--- src/rtl/jc2_pkg.sv ---
// Shared state codes, drive payload and widths for the jc2 counter and its direction controller.
package jc2_pkg;

  localparam logic [1:0] ST_STALL = 2'd0;
  localparam logic [1:0] ST_LEFT  = 2'd1;
  localparam logic [1:0] ST_RIGHT = 2'd2;

  localparam int unsigned DIR_W  = 2;
  localparam int unsigned CNT_W  = 8;
  localparam int unsigned TICK_W = 24;
  localparam int unsigned DEB_W  = 16;

  typedef enum logic [1:0] {
    S_STALL = ST_STALL,
    S_LEFT  = ST_LEFT,
    S_RIGHT = ST_RIGHT
  } state_t;

  // Active-low command lines toward the counter.
  typedef struct packed {
    logic stop_n;
    logic go_left_n;
    logic go_right_n;
  } drive_t;

  function automatic drive_t drive_of(input state_t s);
    drive_t d;
    case (s)
      S_LEFT:  d = '{stop_n: 1'b1, go_left_n: 1'b0, go_right_n: 1'b1};
      S_RIGHT: d = '{stop_n: 1'b1, go_left_n: 1'b1, go_right_n: 1'b0};
      default: d = '{stop_n: 1'b0, go_left_n: 1'b1, go_right_n: 1'b1};
    endcase
    return d;
  endfunction

endpackage

--- src/rtl/jc2_dir_ctrl_if.sv ---
// Board-side buttons/mode in, counter-side command lines and status out.
interface jc2_dir_ctrl_if;
  import jc2_pkg::*;

  logic             btn_left_n;
  logic             btn_right_n;
  logic             btn_stop_n;
  logic             auto_en;
  logic             go_left_n;
  logic             go_right_n;
  logic             stop_n;
  logic             step;
  logic [DIR_W-1:0] dir;
  logic [CNT_W-1:0] step_cnt;

  modport master (
    output btn_left_n, btn_right_n, btn_stop_n, auto_en,
    input  go_left_n, go_right_n, stop_n, step, dir, step_cnt
  );

  modport slave (
    input  btn_left_n, btn_right_n, btn_stop_n, auto_en,
    output go_left_n, go_right_n, stop_n, step, dir, step_cnt
  );

endinterface

--- src/rtl/jc2_debounce.sv ---
// Button conditioner: 2-FF synchronizer, stability filter, one-cycle pulse on filtered press.
module jc2_debounce
  import jc2_pkg::*;
#(
  parameter logic [DEB_W-1:0] DEBOUNCE_CYCLES = 16'd50000
) (
  input  logic clk,
  input  logic rst_n,
  input  logic btn_n,
  output logic press
);

  logic             sync1;
  logic             sync2;
  logic             level;
  logic             level_d;
  logic [DEB_W-1:0] cnt;

  // level only follows sync2 after DEBOUNCE_CYCLES consecutive differing samples
  always_ff @(posedge clk or negedge rst_n) begin
    if (!rst_n) begin
      sync1   <= 1'b1;
      sync2   <= 1'b1;
      level   <= 1'b1;
      level_d <= 1'b1;
      cnt     <= '0;
      press   <= 1'b0;
    end else begin
      sync1   <= btn_n;
      sync2   <= sync1;
      level_d <= level;
      press   <= level_d & ~level;
      if (sync2 != level) begin
        if (cnt == DEBOUNCE_CYCLES - DEB_W'(1)) begin
          level <= sync2;
          cnt   <= '0;
        end else begin
          cnt <= cnt + DEB_W'(1);
        end
      end else begin
        cnt <= '0;
      end
    end
  end

endmodule

--- src/rtl/jc2_dir_ctrl.sv ---
// Direction/rate controller for the jc2 Johnson counter: button FSM, step prescaler,
// per-leg step counter and optional auto-sweep reversal.
module jc2_dir_ctrl
  import jc2_pkg::*;
#(
  parameter logic [DEB_W-1:0]  DEBOUNCE_CYCLES = 16'd50000,
  parameter logic [TICK_W-1:0] TICK_DIV        = 24'd5000000,
  parameter logic [CNT_W-1:0]  SWEEP_STEPS     = 8'd8
) (
  input logic           clk,
  input logic           rst_n,
  jc2_dir_ctrl_if.slave bus
);

  logic press_left;
  logic press_right;
  logic press_stop;

  jc2_debounce #(.DEBOUNCE_CYCLES(DEBOUNCE_CYCLES)) u_deb_left (
    .clk(clk), .rst_n(rst_n), .btn_n(bus.btn_left_n), .press(press_left)
  );
  jc2_debounce #(.DEBOUNCE_CYCLES(DEBOUNCE_CYCLES)) u_deb_right (
    .clk(clk), .rst_n(rst_n), .btn_n(bus.btn_right_n), .press(press_right)
  );
  jc2_debounce #(.DEBOUNCE_CYCLES(DEBOUNCE_CYCLES)) u_deb_stop (
    .clk(clk), .rst_n(rst_n), .btn_n(bus.btn_stop_n), .press(press_stop)
  );

  state_t              state_q, state_nxt;
  logic [TICK_W-1:0]   presc_q, presc_nxt;
  logic                step_q, step_nxt;
  logic [CNT_W-1:0]    step_cnt_q, step_cnt_nxt;
  drive_t              drive_q, drive_nxt;

  logic moving;
  logic wrap;
  logic leg_end;
  logic restart;

  assign moving  = (state_q != S_STALL);
  assign wrap    = moving && (presc_q == TICK_DIV - TICK_W'(1));
  // The step just registered closed the leg; buttons still override the new direction.
  assign leg_end = bus.auto_en && moving && step_q && (step_cnt_q >= SWEEP_STEPS);

  always_ff @(posedge clk or negedge rst_n) begin
    if (!rst_n) begin
      state_q    <= S_STALL;
      presc_q    <= '0;
      step_q     <= 1'b0;
      step_cnt_q <= '0;
      drive_q    <= drive_of(S_STALL);
    end else begin
      state_q    <= state_nxt;
      presc_q    <= presc_nxt;
      step_q     <= step_nxt;
      step_cnt_q <= step_cnt_nxt;
      drive_q    <= drive_nxt;
    end
  end

  always_comb begin
    state_nxt    = state_q;
    presc_nxt    = presc_q;
    step_nxt     = 1'b0;
    step_cnt_nxt = step_cnt_q;
    restart      = 1'b0;

    if (press_stop) begin
      state_nxt = S_STALL;
    end else if (press_left) begin
      state_nxt = S_LEFT;
    end else if (press_right) begin
      state_nxt = S_RIGHT;
    end else if (leg_end) begin
      state_nxt = (state_q == S_LEFT) ? S_RIGHT : S_LEFT;
    end

    restart = (state_nxt != state_q) || leg_end;

    if (!moving || restart) begin
      presc_nxt = '0;
    end else if (wrap) begin
      presc_nxt = '0;
    end else begin
      presc_nxt = presc_q + TICK_W'(1);
    end

    step_nxt = wrap && !restart;

    if (restart || state_nxt == S_STALL) begin
      step_cnt_nxt = '0;
    end else if (wrap && step_cnt_q != '1) begin
      step_cnt_nxt = step_cnt_q + CNT_W'(1);
    end

    drive_nxt = drive_of(state_nxt);
  end

  assign bus.dir        = state_q;
  assign bus.step       = step_q;
  assign bus.step_cnt   = step_cnt_q;
  assign bus.stop_n     = drive_q.stop_n;
  assign bus.go_left_n  = drive_q.go_left_n;
  assign bus.go_right_n = drive_q.go_right_n;

endmodule

--- src/flat_wrapper.sv ---
// flat-port wrapper written by rule: the top's interface ports become plain ports
module jc2_dir_ctrl_flat import jc2_pkg::*;
#(
  parameter logic [DEB_W-1:0]  DEBOUNCE_CYCLES = 16'd50000,
  parameter logic [TICK_W-1:0] TICK_DIV        = 24'd5000000,
  parameter logic [CNT_W-1:0]  SWEEP_STEPS     = 8'd8
)
  (clk, rst_n, bus_btn_left_n, bus_btn_right_n, bus_btn_stop_n, bus_auto_en, bus_go_left_n, bus_go_right_n, bus_stop_n, bus_step, bus_dir, bus_step_cnt);
  jc2_dir_ctrl_if bus_i ();
  input logic clk;
  input logic rst_n;
  input wire logic [$bits(bus_i.btn_left_n)-1:0] bus_btn_left_n;
  input wire logic [$bits(bus_i.btn_right_n)-1:0] bus_btn_right_n;
  input wire logic [$bits(bus_i.btn_stop_n)-1:0] bus_btn_stop_n;
  input wire logic [$bits(bus_i.auto_en)-1:0] bus_auto_en;
  output wire logic [$bits(bus_i.go_left_n)-1:0] bus_go_left_n;
  output wire logic [$bits(bus_i.go_right_n)-1:0] bus_go_right_n;
  output wire logic [$bits(bus_i.stop_n)-1:0] bus_stop_n;
  output wire logic [$bits(bus_i.step)-1:0] bus_step;
  output wire logic [$bits(bus_i.dir)-1:0] bus_dir;
  output wire logic [$bits(bus_i.step_cnt)-1:0] bus_step_cnt;
  assign bus_i.btn_left_n = bus_btn_left_n;
  assign bus_i.btn_right_n = bus_btn_right_n;
  assign bus_i.btn_stop_n = bus_btn_stop_n;
  assign bus_i.auto_en = bus_auto_en;
  assign bus_go_left_n = bus_i.go_left_n;
  assign bus_go_right_n = bus_i.go_right_n;
  assign bus_stop_n = bus_i.stop_n;
  assign bus_step = bus_i.step;
  assign bus_dir = bus_i.dir;
  assign bus_step_cnt = bus_i.step_cnt;
  jc2_dir_ctrl #(.DEBOUNCE_CYCLES(DEBOUNCE_CYCLES), .TICK_DIV(TICK_DIV), .SWEEP_STEPS(SWEEP_STEPS)) u_core (.clk(clk), .rst_n(rst_n), .bus(bus_i));
endmodule
--- config.mk ---
export PLATFORM = sky130hd
export DESIGN_NAME = jc2_dir_ctrl_flat
export DESIGN_NICKNAME = d
export VERILOG_FILES = /design/src/rtl/jc2_pkg.sv /design/src/rtl/jc2_dir_ctrl_if.sv /design/src/rtl/jc2_debounce.sv /design/src/rtl/jc2_dir_ctrl.sv /design/src/flat_wrapper.sv
export SDC_FILE = /design/constraint.sdc
export NUM_CORES = 1
export LEC_CHECK = 0
export CAP_MARGIN = 25
export CORE_MARGIN = 4
export CORE_UTILIZATION = 40
export CTS_BUF_LIST = sky130_fd_sc_hd__clkbuf_4
export DETAILED_ROUTE_END_ITERATION = 6
export PLACE_DENSITY_LB_ADDON = 0.15
export SETUP_SLACK_MARGIN = 0.02
export SKIP_LAST_GASP = 1
export SLEW_MARGIN = 10
export SYNTH_ARGS = -nofsm -noshare
export SYNTH_HDL_FRONTEND = slang
export SYNTH_SLANG_ARGS = --single-unit
--- constraint.sdc ---
create_clock -name clk -period 3.5 [get_ports clk]
set_input_delay 0.7 -clock clk [delete_from_list [all_inputs] [get_ports clk]]
set_output_delay 0.7 -clock clk [all_outputs]
set_load 0.02 [all_outputs]
=== Word-level counts from Yosys, hierarchy flattened ===
Cells that the tools add are included.

* Add/subtract/negate cells: 5
* Multipliers: 0
* Div/mod/pow operators: 0
* Order comparisons: 1
* Eq/ne operators: 12
* Shift-type cells: 0
* Muxes and demuxes: 16
* Bitwise operators: 6
* Reduce and logical (&&, ||, !) cells: 17

{| class="wikitable"
|+ Operators by type and width
! kind !! number
|-
| $mux W16 || 6
|-
| $add A16 B1 Y16 const B || 3
|-
| $eq A16 B16 Y1 const B || 3
|-
| $mux W24 || 2
|-
| $add A24 B1 Y24 const B || 1
|-
| $eq A24 B23 Y1 const B || 1
|-
| $mux W8 || 2
|-
| $mux W2 || 5
|-
| $add A8 B1 Y8 const B || 1
|-
| $ge A8 B4 Y1 const B || 1
|-
| $ne A8 B8 Y1 const B || 1
|-
| $logic_and A1 B1 Y1 || 6
|-
| $pmux W3 S2 || 1
|-
| $reduce_and A2 Y1 || 3
|-
| $eq A2 B1 Y1 const B || 2
|-
| $reduce_bool A2 Y1 || 2
|-
| $and A1 B1 Y1 || 3
|-
| $logic_or A1 B1 Y1 || 3
|-
| $ne A1 B1 Y1 || 3
|-
| $not A1 Y1 || 3
|-
| $eq A2 B2 Y1 const B || 1
|-
| $logic_not A1 Y1 || 2
|-
| $logic_not A2 Y1 || 1
|-
| $ne A2 B2 Y1 || 1
|}

* Register bits after elaboration: 101
* Bits in latches: 0
* Bits in writable memories: 0
* ROM bits: 0
* Input bits: 6
* Output and inout port bits: 14
* Word-level logic and storage cells: 82
* Memories kept: 0

=== Depth between registers and ports, before layout ===
Gate-level depths: netlist of run 1.

* Depth after elaboration: 12
* Gate-level depth with buffers: 9
* Gate-level depth less buffers: 8

=== By module ===
Synthesis of run 1 repeated with hierarchy kept, for this count alone.

* Cells, all modules: 469
* Area, all modules: 5230.0 µm²

{| class="wikitable"
|+ Modules (own cells, without submodules)
! module !! instances !! cells each !! area each (µm²) !! sequential area each (µm²)
|-
| jc2_debounce || 3 || 86 || 998.5 || 530.5
|-
| jc2_dir_ctrl || 1 || 211 || 2234.6 || 953.4
|}

=== Worst setup path before layout of run 1 ===
No wires, ideal clock.

* Path kind: register to register
* Start point: register u_core.step_cnt_q[5] (netlist: u_core.bus.step_cnt[5])
* End point: register u_core.step_cnt_q[6] (netlist: u_core.bus.step_cnt[6])
* Library setup time: 99 ps
* Arrival: 2401 ps
* Required time: 3401 ps
* Setup slack: 1000 ps
* Cell stages (with the launch flop): 10
* Buffers on the path: 1
* Clock period less this slack: 2500 ps
* Cells stage by stage: dfrtp_1 -> or4_4 -> o2111ai_4 -> mux2i_1 -> nor2_1 -> o21bai_1 -> ha_1 -> or2_2 -> clkbuf_1 -> a311oi_1

* Cells in the longest elaborated chain, start to end: 10
* Elaborated cells between the ends (all ways): 16
* Classes of those cells: add/sub: 1; order compare: 1; eq/ne: 2; mux: 6; reduce/logical: 6

{| class="wikitable"
|+ RTL lines
! what !! RTL line !! source
|-
| from (decl) || jc2_dir_ctrl.sv:32 || <nowiki>logic [CNT_W-1:0] step_cnt_q, step_cnt_nxt;</nowiki>
|-
| from (signal assigned) || jc2_dir_ctrl.sv:56 || <nowiki>step_cnt_q <= step_cnt_nxt;</nowiki>
|-
| $ge A8 B4 Y1 || jc2_dir_ctrl.sv:43 || <nowiki>assign leg_end = bus.auto_en && moving && step_q && (step_cnt_q >= SWEEP_STEPS);</nowiki>
|-
| $logic_and A1 B1 Y1 || jc2_dir_ctrl.sv:43 ||
|-
| $mux W2 || jc2_dir_ctrl.sv:74 || <nowiki>end else if (leg_end) begin</nowiki>
|-
| $mux W2 || jc2_dir_ctrl.sv:72 || <nowiki>end else if (press_right) begin</nowiki>
|-
| $mux W2 || jc2_dir_ctrl.sv:70 || <nowiki>end else if (press_left) begin</nowiki>
|-
| $mux W2 || jc2_dir_ctrl.sv:68 || <nowiki>if (press_stop) begin</nowiki>
|-
| $ne A2 B2 Y1 || jc2_dir_ctrl.sv:78 || <nowiki>restart = (state_nxt != state_q) || leg_end;</nowiki>
|-
| $logic_or A1 B1 Y1 || jc2_dir_ctrl.sv:78 ||
|-
| $logic_or A1 B1 Y1 || jc2_dir_ctrl.sv:90 || <nowiki>if (restart || state_nxt == S_STALL) begin</nowiki>
|-
| $mux W8 or $reduce_bool A2 Y1 (tied branches) || - ||
|}

Several ways; a longest one is shown, not always the timed one. The select of a mux whose other input is x is not followed.
A chain may end at the register's enable or synchronous reset.

=== Worst setup path after layout of run 1 ===
* Start point: register u_core.step_cnt_q[3] (netlist: u_core.bus.step_cnt[3])
* End point: register u_core.presc_q[2]

* Cells in the longest elaborated chain, start to end: 10

{| class="wikitable"
|+ RTL lines
! what !! RTL line !! source
|-
| $ge A8 B4 Y1 * || jc2_dir_ctrl.sv:43 ||
|-
| $logic_and A1 B1 Y1 * || jc2_dir_ctrl.sv:43 ||
|-
| $mux W2 || jc2_dir_ctrl.sv:74 ||
|-
| $mux W2 || jc2_dir_ctrl.sv:72 ||
|-
| $mux W2 || jc2_dir_ctrl.sv:70 ||
|-
| $mux W2 || jc2_dir_ctrl.sv:68 ||
|-
| $ne A2 B2 Y1 || jc2_dir_ctrl.sv:78 ||
|-
| $logic_or A1 B1 Y1 * || jc2_dir_ctrl.sv:78 ||
|-
| $logic_or A1 B1 Y1 * || jc2_dir_ctrl.sv:80 || <nowiki>if (!moving || restart) begin</nowiki>
|-
| $mux W24 * || jc2_dir_ctrl.sv:80 ||
|-
| via u_core.presc_nxt[2] || jc2_dir_ctrl.sv:30 || <nowiki>logic [TICK_W-1:0] presc_q, presc_nxt;</nowiki>
|-
| to (signal assigned) || jc2_dir_ctrl.sv:54 || <nowiki>presc_q <= presc_nxt;</nowiki>
|-
| to (decl) || jc2_dir_ctrl.sv:30 ||
|}

Mark *: on every way through the listed nets, which the timed path passes. The rest lies on a longest branch.

==> impl_metrics.env, run 1 <==
export IMPL_hold_class="in -> async"
export IMPL_hold_violations=0
export IMPL_slew_violations=0
export IMPL_die_area_mm2=0.0142
export IMPL_ir_drop_v=0.000278
export IMPL_path_delay_family="simple AND/OR/NAND/NOR gates"
export IMPL_slew_headroom=0.387
export IMPL_numCtsBuffers=9
export IMPL_grt_pass1_wl_um=15400
export IMPL_cp_cell_sequence="or4_4 -> o2111ai_4 -> o31ai_2 -> or3_2 -> nor2_1"
export IMPL_power_static_leakage_uw=0.00209
export IMPL_grtUsageTotal=0.133
export IMPL_antenna_cells=0
export IMPL_finalSetupTns_ps=0
export IMPL_chipHeight_um=119
export IMPL_cts_sinks=101
export IMPL_grt_max_degree=54
export IMPL_cts_root_buf="clkbuf_4"
export IMPL_place_gp_congestion=0.777
export IMPL_fin_skew_ps=22.5
export IMPL_arrival_ps=3050
export IMPL_clk_insertion_delay_late_ps=480
export IMPL_synth_avg_cell_area_um2=10.3
export IMPL_final_util=0.446
export IMPL_maxCapViolations=0
export IMPL_status="finished, final reports clean"
export IMPL_nets=515
export IMPL_postCtsSetupRepairBufs=0
export IMPL_die_w_um=119
export IMPL_min_period_over_period=0.757
export IMPL_dp_hpwl_um=5820
export IMPL_drc=0
export IMPL_htree_levels=3
export IMPL_port_buffers=19
export IMPL_max_slew_worst_pin_slew_ps=919
export IMPL_initial_core_util=0.410
export IMPL_wl_per_cell_um=13.1
export IMPL_drt_first_pass_iters=4
export IMPL_async_flop_share=1.00
export IMPL_grt_overflow=0
export IMPL_path_buf_inv=0
export IMPL_slowest_stage="or3_2"
export IMPL_syn_cell_area_mm2=0.00492
export IMPL_vias_per_cell=4.95
export IMPL_critPathKind="reg -> reg"
export IMPL_drt_wl_total_um=8560
export IMPL_drive_gt1_frac=0.127
export IMPL_rows=40
export IMPL_yosysWarnings=0
export IMPL_areaGrowthSynthToFinish_pct=8.79
export IMPL_clock_path_buffers=2
export IMPL_crit_required_ps=3900
export IMPL_ys_seq_area_frac=0.517
export IMPL_core_mm2=0.0120
export IMPL_finalSetupViolCount=0
export IMPL_p_per_area_mw_per_mm2=339
export IMPL_fin_crit_ps=2650
export IMPL_fmax_ghz=0.377
export IMPL_grt_pass1_vias=3235
export IMPL_ctsHoldBuffers=0
export IMPL_postSynthCellCount=479
export IMPL_cp_start_kind="flip-flop"
export IMPL_cts_resized=0
export IMPL_critPathMaxStageDelay_ps=870
export IMPL_syn_nets=494
export IMPL_rsz0062_at_grt="false"
export IMPL_crit_fanout=23
export IMPL_synth_edf_count=0
export IMPL_pin_count=20
export IMPL_vias=3226
export IMPL_tritoncts="yes"
export IMPL_synth_seq_cells=101
export IMPL_drtIter0Drc=262
export IMPL_cts_reportedPaths_clkPinSlew_ps=180
export IMPL_antenna_found_initial=0
export IMPL_yosysUniqueCellTypes=41
export IMPL_detail_route_antenna_nets=0
export IMPL_ys_flop_type="dfrtp_1"
export IMPL_end_kind="flip-flop"
## stage by stage
stage / hold WS [ps] / total power [uW] / setup WS (ps) / std cells / cell area [um^2]
floorplan: 345 / 1230 / 1000 / 479 / 4920
global placement: 346 / 1270 / 889 / 636 / 5240
detailed placement: 348 / 1270 / 835 / 636 / 5240
CTS: 239 / 1860 / 865 / 652 / 5360
global route: 253 / 1920 / 615 / 652 / 5360
finish: 251 / 1820 / 850 / 652 / 5360
## final timing paths
| path | cells after the start | slack (ps) | startpoint | to |
|---|---|---|---|---|
| max in group asynchronous | 2 | 2490 | rst_n | u_core.u_deb_left.sync2 |
| min | 1 | 250 | rst_n | u_core.presc_q[0] |
| min in group clk | 0 | 370 | u_core.u_deb_right.sync1 | u_core.u_deb_right.sync2 |
| max | 5 | 850 | u_core.bus.step_cnt[3] | u_core.presc_q[2] |
| min reg2reg | 0 | 370 | u_core.u_deb_right.sync1 | u_core.u_deb_right.sync2 |
| max reg2reg | 5 | 850 | u_core.bus.step_cnt[3] | u_core.presc_q[2] |
## state kept, by name, summed over array words and instances, names as in the netlist, 2 cells and up
register,cells
u_core.u_deb_left.cnt,16
u_core.u_deb_stop.cnt,16
u_core.bus.dir,2
u_core.bus.step_cnt,8
u_core.u_deb_right.cnt,16
u_core.presc_q,24
## area by class of cell
type                    instances  area, um^2
fillers                      1165        6650
flip-flops and latches        101        2540
multi-input cells             345        2210
repair buffers                 21         215
well taps                     147         184
inverters                      22        82.6
clock buffers                   9        67.6
clock inverters                 7        55.1
## worst reg2reg max path: cells and delay by family (launching register included)
kind             cells  cell delay, ps
AO/OA/AOI/OAI        2             410
AND/OR/NAND/NOR      3            1680
flip-flops           1             490
## cell families after synthesis
family | count (synthesis) | share of synthesized area
xor+xnor | 69 | 0.123
flops | 101 | 0.517
buf+inv | 33 | 0.0351
compound gates | 17 | 0.0272
fa+ha+maj | 9 | 0.0229
mux | 4 | 0.00889
simple gates | 246 | 0.267
## synthesized netlist by cell type (all sizes together) (5+ instances only)
cell / n / area, um^2
inv: 22 / 82.6
or3: 8 / 51.3
nand3: 29 / 145
nor4: 7 / 43.8
buf: 5 / 67.6
ha: 9 / 113
a21oi: 6 / 30.0
clkbuf: 6 / 22.5
and3: 16 / 100
dfrtp: 87 / 2180
nand4: 14 / 87.6
dfstp: 14 / 368
xnor2: 44 / 385
and4: 5 / 43.8
nor4b: 5 / 43.8
nand2: 31 / 116
nor3: 19 / 95.1
nor2: 99 / 487
xor2: 25 / 219
## where the power goes
| part | total, uW | internal [uW] | switching [uW] |
|---|---|---|---|
| clock | 574 | 156 | 418 |
| combinational | 53.2 | 15.9 | 37.2 |
| sequential | 1190 | 1180 | 8.38 |
| total | 1820 | 1360 | 464 |
## cells in the final DEF (no fill, tap or decap), types with 6 or more instances in the layout
cell type,instances
or3_1,6
ha_1,9
and3_1,16
nand3_1,29
nor3_1,19
nor4_1,7
dfrtp_1,87
nor2_4,13
nor2_1,79
inv_1,22
xor2_1,25
clkdlybuf4s50_1,18
dfstp_2,14
a21oi_1,6
xnor2_1,44
clkbuf_4,9
nand2_1,31
nor2_2,7
nand4_1,14
## metal layers
metal | share of wire | up-vias | GRT usage
met2 | 0.47 | 29 | 0.212
met3 | 0.034 | 11 | 0.0427
met1 | 0.48 | 1536 | 0.173
met4 | 0.012 | 0 | 0.0413
li1 | - | 1650 | -
met5 | 0 | - | 0
Power figures use the tool's default switching activity.
==> run 2, diff against run 1 <==
==> constraint.sdc (replaced) <==
create_clock -name clk -period 2.4 [get_ports clk]
set_input_delay 0.48 -clock clk [delete_from_list [all_inputs] [get_ports clk]]
set_output_delay 0.48 -clock clk [all_outputs]
set_load 0.02 [all_outputs]
==> run 2 against run 1 <==
First-iteration DRC count fell by 38%. Clock skew fell by 1.0 ps. Non-clock buffer count rose by 15. Flip-flop and latch count did not move. Largest power group unchanged. Final area rose by 3.0%. Hold slack improved by 110 ps.
==> impl_metrics.env, run 2 (same netlist as run 1, synthesis figures left out) <==
export IMPL_final_util=0.460
export IMPL_dp_cells=645
export IMPL_cts_reportedPaths_clkPinSlew_ps=150
export IMPL_layout_commonest_cell="dfrtp_1"
export IMPL_grt_overflow=0
export IMPL_pin_count=20
export IMPL_grt_max_degree=42
export IMPL_areaGrowthSynthToFinish_pct=12.1
export IMPL_rsz0062_at_grt="true"
export IMPL_crit_fanout=8
export IMPL_clock_path_buffers=2
export IMPL_hold_violations=0
export IMPL_p_sw_frac=0.248
export IMPL_wl_per_cell_um=13.2
export IMPL_antenna_cells=0
export IMPL_detail_route_antenna_nets=0
export IMPL_ir_drop_v=0.000374
export IMPL_cts_sinks=101
export IMPL_intPower_uw=1970
export IMPL_maxCapViolations=0
export IMPL_power_total_uw=2620
export IMPL_crit_required_ps=2790
export IMPL_place_gp_congestion=0.784
export IMPL_largest_reg_flops=24
export IMPL_min_period_over_period=0.979
export IMPL_numCtsBuffers=9
export IMPL_rows=40
export IMPL_slew_headroom=0.640
export IMPL_drive_gt1_frac=0.160
export IMPL_power_static_leakage_uw=0.00218
export IMPL_max_slew_worst_pin_slew_ps=540
export IMPL_vias=3331
export IMPL_die_w_um=119
export IMPL_p_comb_frac=0.031
export IMPL_final_cell_mix="dfrtp_1, nor2_1, xnor2_1, nand2_1, nand3_1"
export IMPL_core_mm2=0.0120
export IMPL_power_frac_seq=0.663
export IMPL_htree_levels=3
export IMPL_nets=530
export IMPL_fin_crit_ps=2350
export IMPL_chipHeight_um=119
export IMPL_dp_hpwl_um=6020
export IMPL_arrival_ps=2740
export IMPL_vias_per_cell=4.99
export IMPL_status="finished, final reports clean"
export IMPL_cp_start_kind="flip-flop"
export IMPL_drt_first_pass_iters=4
export IMPL_fmax_ghz=0.426
export IMPL_clk_insertion_delay_late_ps=460
export IMPL_drt_wl_total_um=8800
export IMPL_regMostFlops="u_core.presc_q"
export IMPL_cts_root_buf="clkbuf_4"
export IMPL_grtUsageTotal=0.135
export IMPL_hold_class="reg -> reg"
export IMPL_fin_skew_ps=21.5
export IMPL_tritoncts="yes"
export IMPL_slew_violations=0
export IMPL_die_area_mm2=0.0142
export IMPL_stdcell_count=667
export IMPL_port_buffers=19
export IMPL_drc=0
export IMPL_drtIter0Drc=163
export IMPL_holdWs_ps=365
export IMPL_grt_pass1_vias=3374
export IMPL_initial_core_util=0.410
export IMPL_finalSetupViolCount=0
export IMPL_grt_pass1_wl_um=15800
export IMPL_end_kind="flip-flop"
export IMPL_antenna_found_initial=0
export IMPL_finalSetupTns_ps=0
export IMPL_critPathKind="reg -> reg"
export IMPL_switchingPower_uw=650
export IMPL_clockPowerShare=0.306
export IMPL_p_per_area_mw_per_mm2=474
## run 2: cell count changes in the layout (fill, tap and decap cells not counted), moves of 2 or more
| cell | before | now |
|---|---|---|
| a311oi_2 | 0 | 2 |
| a311oi_1 | 2 | 0 |
| buf_4 | 2 | 14 |
| dfrtp_1 | 87 | 85 |
| dfrtp_2 | 0 | 2 |
## run 2: power groups by stage
stage / sequential (uW) / clock, uW / combinational (uW)
global placement: 1770 / 0 / 82.1
detailed placement: 1770 / 0 / 84.2
finish: 1740 / 800 / 81.2
global route: 1740 / 920 / 96.5
floorplan: 1760 / 0 / 27.6
CTS: 1740 / 858 / 86.3
## run 2: area by class of cell
| type | instances | area (um^2) |
|---|---|---|
| Fill cell | 1139 | 6490 |
| Sequential cell | 101 | 2550 |
| Multi-Input combinational cell | 345 | 2230 |
| Timing Repair Buffer | 36 | 360 |
| Tap cell | 147 | 184 |
| Inverter | 22 | 82.6 |
| Clock buffer | 9 | 67.6 |
| Clock inverter | 7 | 48.8 |
## run 2: critical path, cell delays in order (launching register included)
cell       delay (ps)
dfrtp_2           430
or4_4             540
o2111ai_4         260
mux2i_1           120
nor2_1            150
o21bai_1          110
ha_2              190
or2_4             270
nor3_1            200
## run 2: per-stage QoR
step,setup WS (ps),area (um^2)
3_5_place_dp,9.59,5320
4_1_cts,17.7,5460
3_3_place_gp,67.6,5320
5_1_grt,-75.0,5520
6_report,49.9,5520
2_1_floorplan,-26.0,4940
## run 2: routing by layer
layer | part of all wire | global-route usage
met3 | 0.034 | 0.0451
met2 | 0.47 | 0.211
met4 | 0.0095 | 0.0398
met5 | 0 | 0
met1 | 0.49 | 0.180
## run 2: worst paths after layout
kind                                          from                 endpoint  slack (ps)  cells after the start
max                         u_core.bus.step_cnt[3]   u_core.bus.step_cnt[7]          50                      8
min                        u_core.u_deb_stop.sync1  u_core.u_deb_stop.sync2         370                      0
max reg2reg                 u_core.bus.step_cnt[3]   u_core.bus.step_cnt[7]          50                      8
min reg2reg                u_core.u_deb_stop.sync1  u_core.u_deb_stop.sync2         370                      0
max in group asynchronous                    rst_n  u_core.u_deb_stop.level        1210                      3
min in group asynchronous                    rst_n       u_core.presc_q[22]         520                      2
## run 2: repair_timing
item,CTS,global route
hold endpoints to repair,33,0
endpoints found under the setup margin,1,31
pin swaps,6,3
gates cloned,0,1
hold buffers,1,0
setup buffers,2,2
resized for setup,0,3
==> run 3, diff against run 2 <==
--- a/config.mk
+++ b/config.mk
@@ -10,6 +10,7 @@
 export CORE_UTILIZATION = 40
 export CTS_BUF_LIST = sky130_fd_sc_hd__clkbuf_4
 export DETAILED_ROUTE_END_ITERATION = 6
+export GPL_TIMING_DRIVEN = 0
 export PLACE_DENSITY_LB_ADDON = 0.15
 export SETUP_SLACK_MARGIN = 0.02
 export SKIP_LAST_GASP = 1
==> run 3 against run 2 <==
Clock skew decreased by 7.5 ps. Combinational power is 0.7% higher. Critical path depth unchanged. Global-route usage down 0.37 points. Maximum frequency fell by 0.50%.
==> impl_metrics.env, run 3 (same netlist as run 1, synthesis figures left out) <==
export IMPL_status="finished, final reports clean"
export IMPL_grt_overflow=0
export IMPL_maxCapViolations=0
export IMPL_slew_violations=0
export IMPL_p_per_area_mw_per_mm2=485
export IMPL_regMostFlops="u_core.presc_q"
export IMPL_drt_wl_total_um=8530
export IMPL_pin_count=20
export IMPL_tritoncts="yes"
export IMPL_crit_fanout=8
export IMPL_critPathKind="reg -> reg"
export IMPL_max_slew_worst_pin_slew_ps=737
export IMPL_cts_root_buf="clkbuf_4"
export IMPL_die_area_mm2=0.0142
export IMPL_port_buffers=19
export IMPL_layout_commonest_cell="dfrtp_1"
export IMPL_clock_path_buffers=2
export IMPL_rows=40
export IMPL_chipHeight_um=119
export IMPL_largest_reg_flops=24
export IMPL_rsz0062_at_grt="true"
export IMPL_end_kind="flip-flop"
export IMPL_fill_cells=1157
export IMPL_arrival_ps=2730
export IMPL_vias_per_cell=4.96
export IMPL_nets=532
export IMPL_place_gp_congestion=0.781
export IMPL_drc=0
export IMPL_grtUsageTotal=0.131
export IMPL_fin_crit_ps=2360
export IMPL_vias=3319
export IMPL_die_w_um=119
export IMPL_htree_levels=3
export IMPL_drive_gt1_frac=0.151
export IMPL_fin_skew_ps=14.1
export IMPL_fmax_ghz=0.423
export IMPL_min_period_over_period=0.984
export IMPL_final_util=0.462
export IMPL_detail_route_antenna_nets=0
export IMPL_numCtsBuffers=9
export IMPL_grt_pass1_wl_um=15300
export IMPL_hold_class="reg -> reg"
export IMPL_initial_core_util=0.410
export IMPL_grt_pass1_vias=3317
export IMPL_crit_required_ps=2760
export IMPL_cts_reportedPaths_clkPinSlew_ps=150
export IMPL_ir_drop_v=0.000441
export IMPL_drtIter0Drc=167
export IMPL_clk_insertion_delay_late_ps=460
export IMPL_grt_max_degree=81
export IMPL_final_cell_mix="dfrtp_1, nor2_1, xnor2_1, nand2_1, nand3_1"
export IMPL_core_mm2=0.0120
export IMPL_areaGrowthSynthToFinish_pct=12.6
export IMPL_finalSetupViolCount=0
export IMPL_dp_hpwl_um=5930
export IMPL_slew_headroom=0.504
export IMPL_power_static_leakage_uw=0.00218
export IMPL_cts_sinks=101
export IMPL_antenna_found_initial=0
export IMPL_power_total_uw=2690
export IMPL_antenna_cells=0
export IMPL_hold_violations=0
export IMPL_cp_start_kind="flip-flop"
export IMPL_drt_first_pass_iters=4
export IMPL_wl_per_cell_um=12.8
-- run 3: cell types whose count changed in the layout (fill, tap and decap cells not counted), sizes merged --
cell,delta
inv,-1
bufinv,+1
clkinv,+1
buf,-2
clkbuf,+4
clkinvlp,-1
-- run 3: worst paths after layout --
path                       slack [ps]  depth (start not counted)               startpoint                       to
setup / recovery                   40                          8   u_core.bus.step_cnt[3]   u_core.bus.step_cnt[6]
hold / removal                    370                          0  u_core.u_deb_stop.sync1  u_core.u_deb_stop.sync2
setup reg to reg                   40                          8   u_core.bus.step_cnt[3]   u_core.bus.step_cnt[6]
hold reg to reg                   370                          0  u_core.u_deb_stop.sync1  u_core.u_deb_stop.sync2
max in group asynchronous        1310                          3                    rst_n  u_core.u_deb_left.sync1
min in group asynchronous         420                          2                    rst_n          u_core.bus.step
-- run 3: final cells by class --
class / instances / area [um^2] / share of cell area
sequential: 101 / 2550 / 0.459
multi-input combinational: 345 / 2230 / 0.403
timing repair buffer: 28 / 279 / 0.0503
tap: 147 / 184 / 0.0332
buffer: 10 / 86.3 / 0.0156
inverter: 22 / 82.6 / 0.0149
clock buffer: 9 / 67.6 / 0.0122
clock inverter: 7 / 65.1 / 0.0117
-- run 3: power by group --
part           total (uW)  switching [uW]  leakage, uW  internal [uW]
registers            1740            12.0      0.00135           1720
clock network         874             560    0.0000751            314
logic                81.8            54.9     0.000753           26.9
-- run 3: worst max-delay path, stage by stage, from the launching register on --
cell,delay (ps)
dfrtp_2,450
or4_4,540
o2111ai_4,260
mux2i_1,110
nor2_1,160
o21bai_2,100
ha_2,180
or2_4,270
a311oi_2,200
-- run 3: per-layer routing --
metal / share of wire / vias up / track usage
li1: - / 1689 / -
met1: 0.49 / 1594 / 0.171
met2: 0.47 / 27 / 0.214
met3: 0.034 / 9 / 0.0418
met4: 0.011 / 0 / 0.0326
met5: 0 / - / 0
-- run 3: stage by stage --
stage / TNS (ps) / area (um^2) / setup slack, ps / hold slack, ps / instances
after CTS: 0 / 5520 / 17.3 / 354 / 667
after floorplan: -26.0 / 4940 / -26.0 / 184 / 479
after global placement: -293080 / 5320 / -3450 / 346 / 645
after global routing: -253 / 5550 / -107 / 342 / 669
after detailed placement: -269 / 5350 / -117 / 347 / 647
final: 0 / 5550 / 38.2 / 367 / 669
-- run 3: timing repair --
item / in CTS / in global routing
gates resized for setup: 2 / 2
endpoints found under the hold margin: 19 / 0
pin swaps: 6 / 2
gates cloned: 0 / 0
buffers inserted: 4 / 2
hold buffers: 1 / 0
setup endpoints to repair: 8 / 28
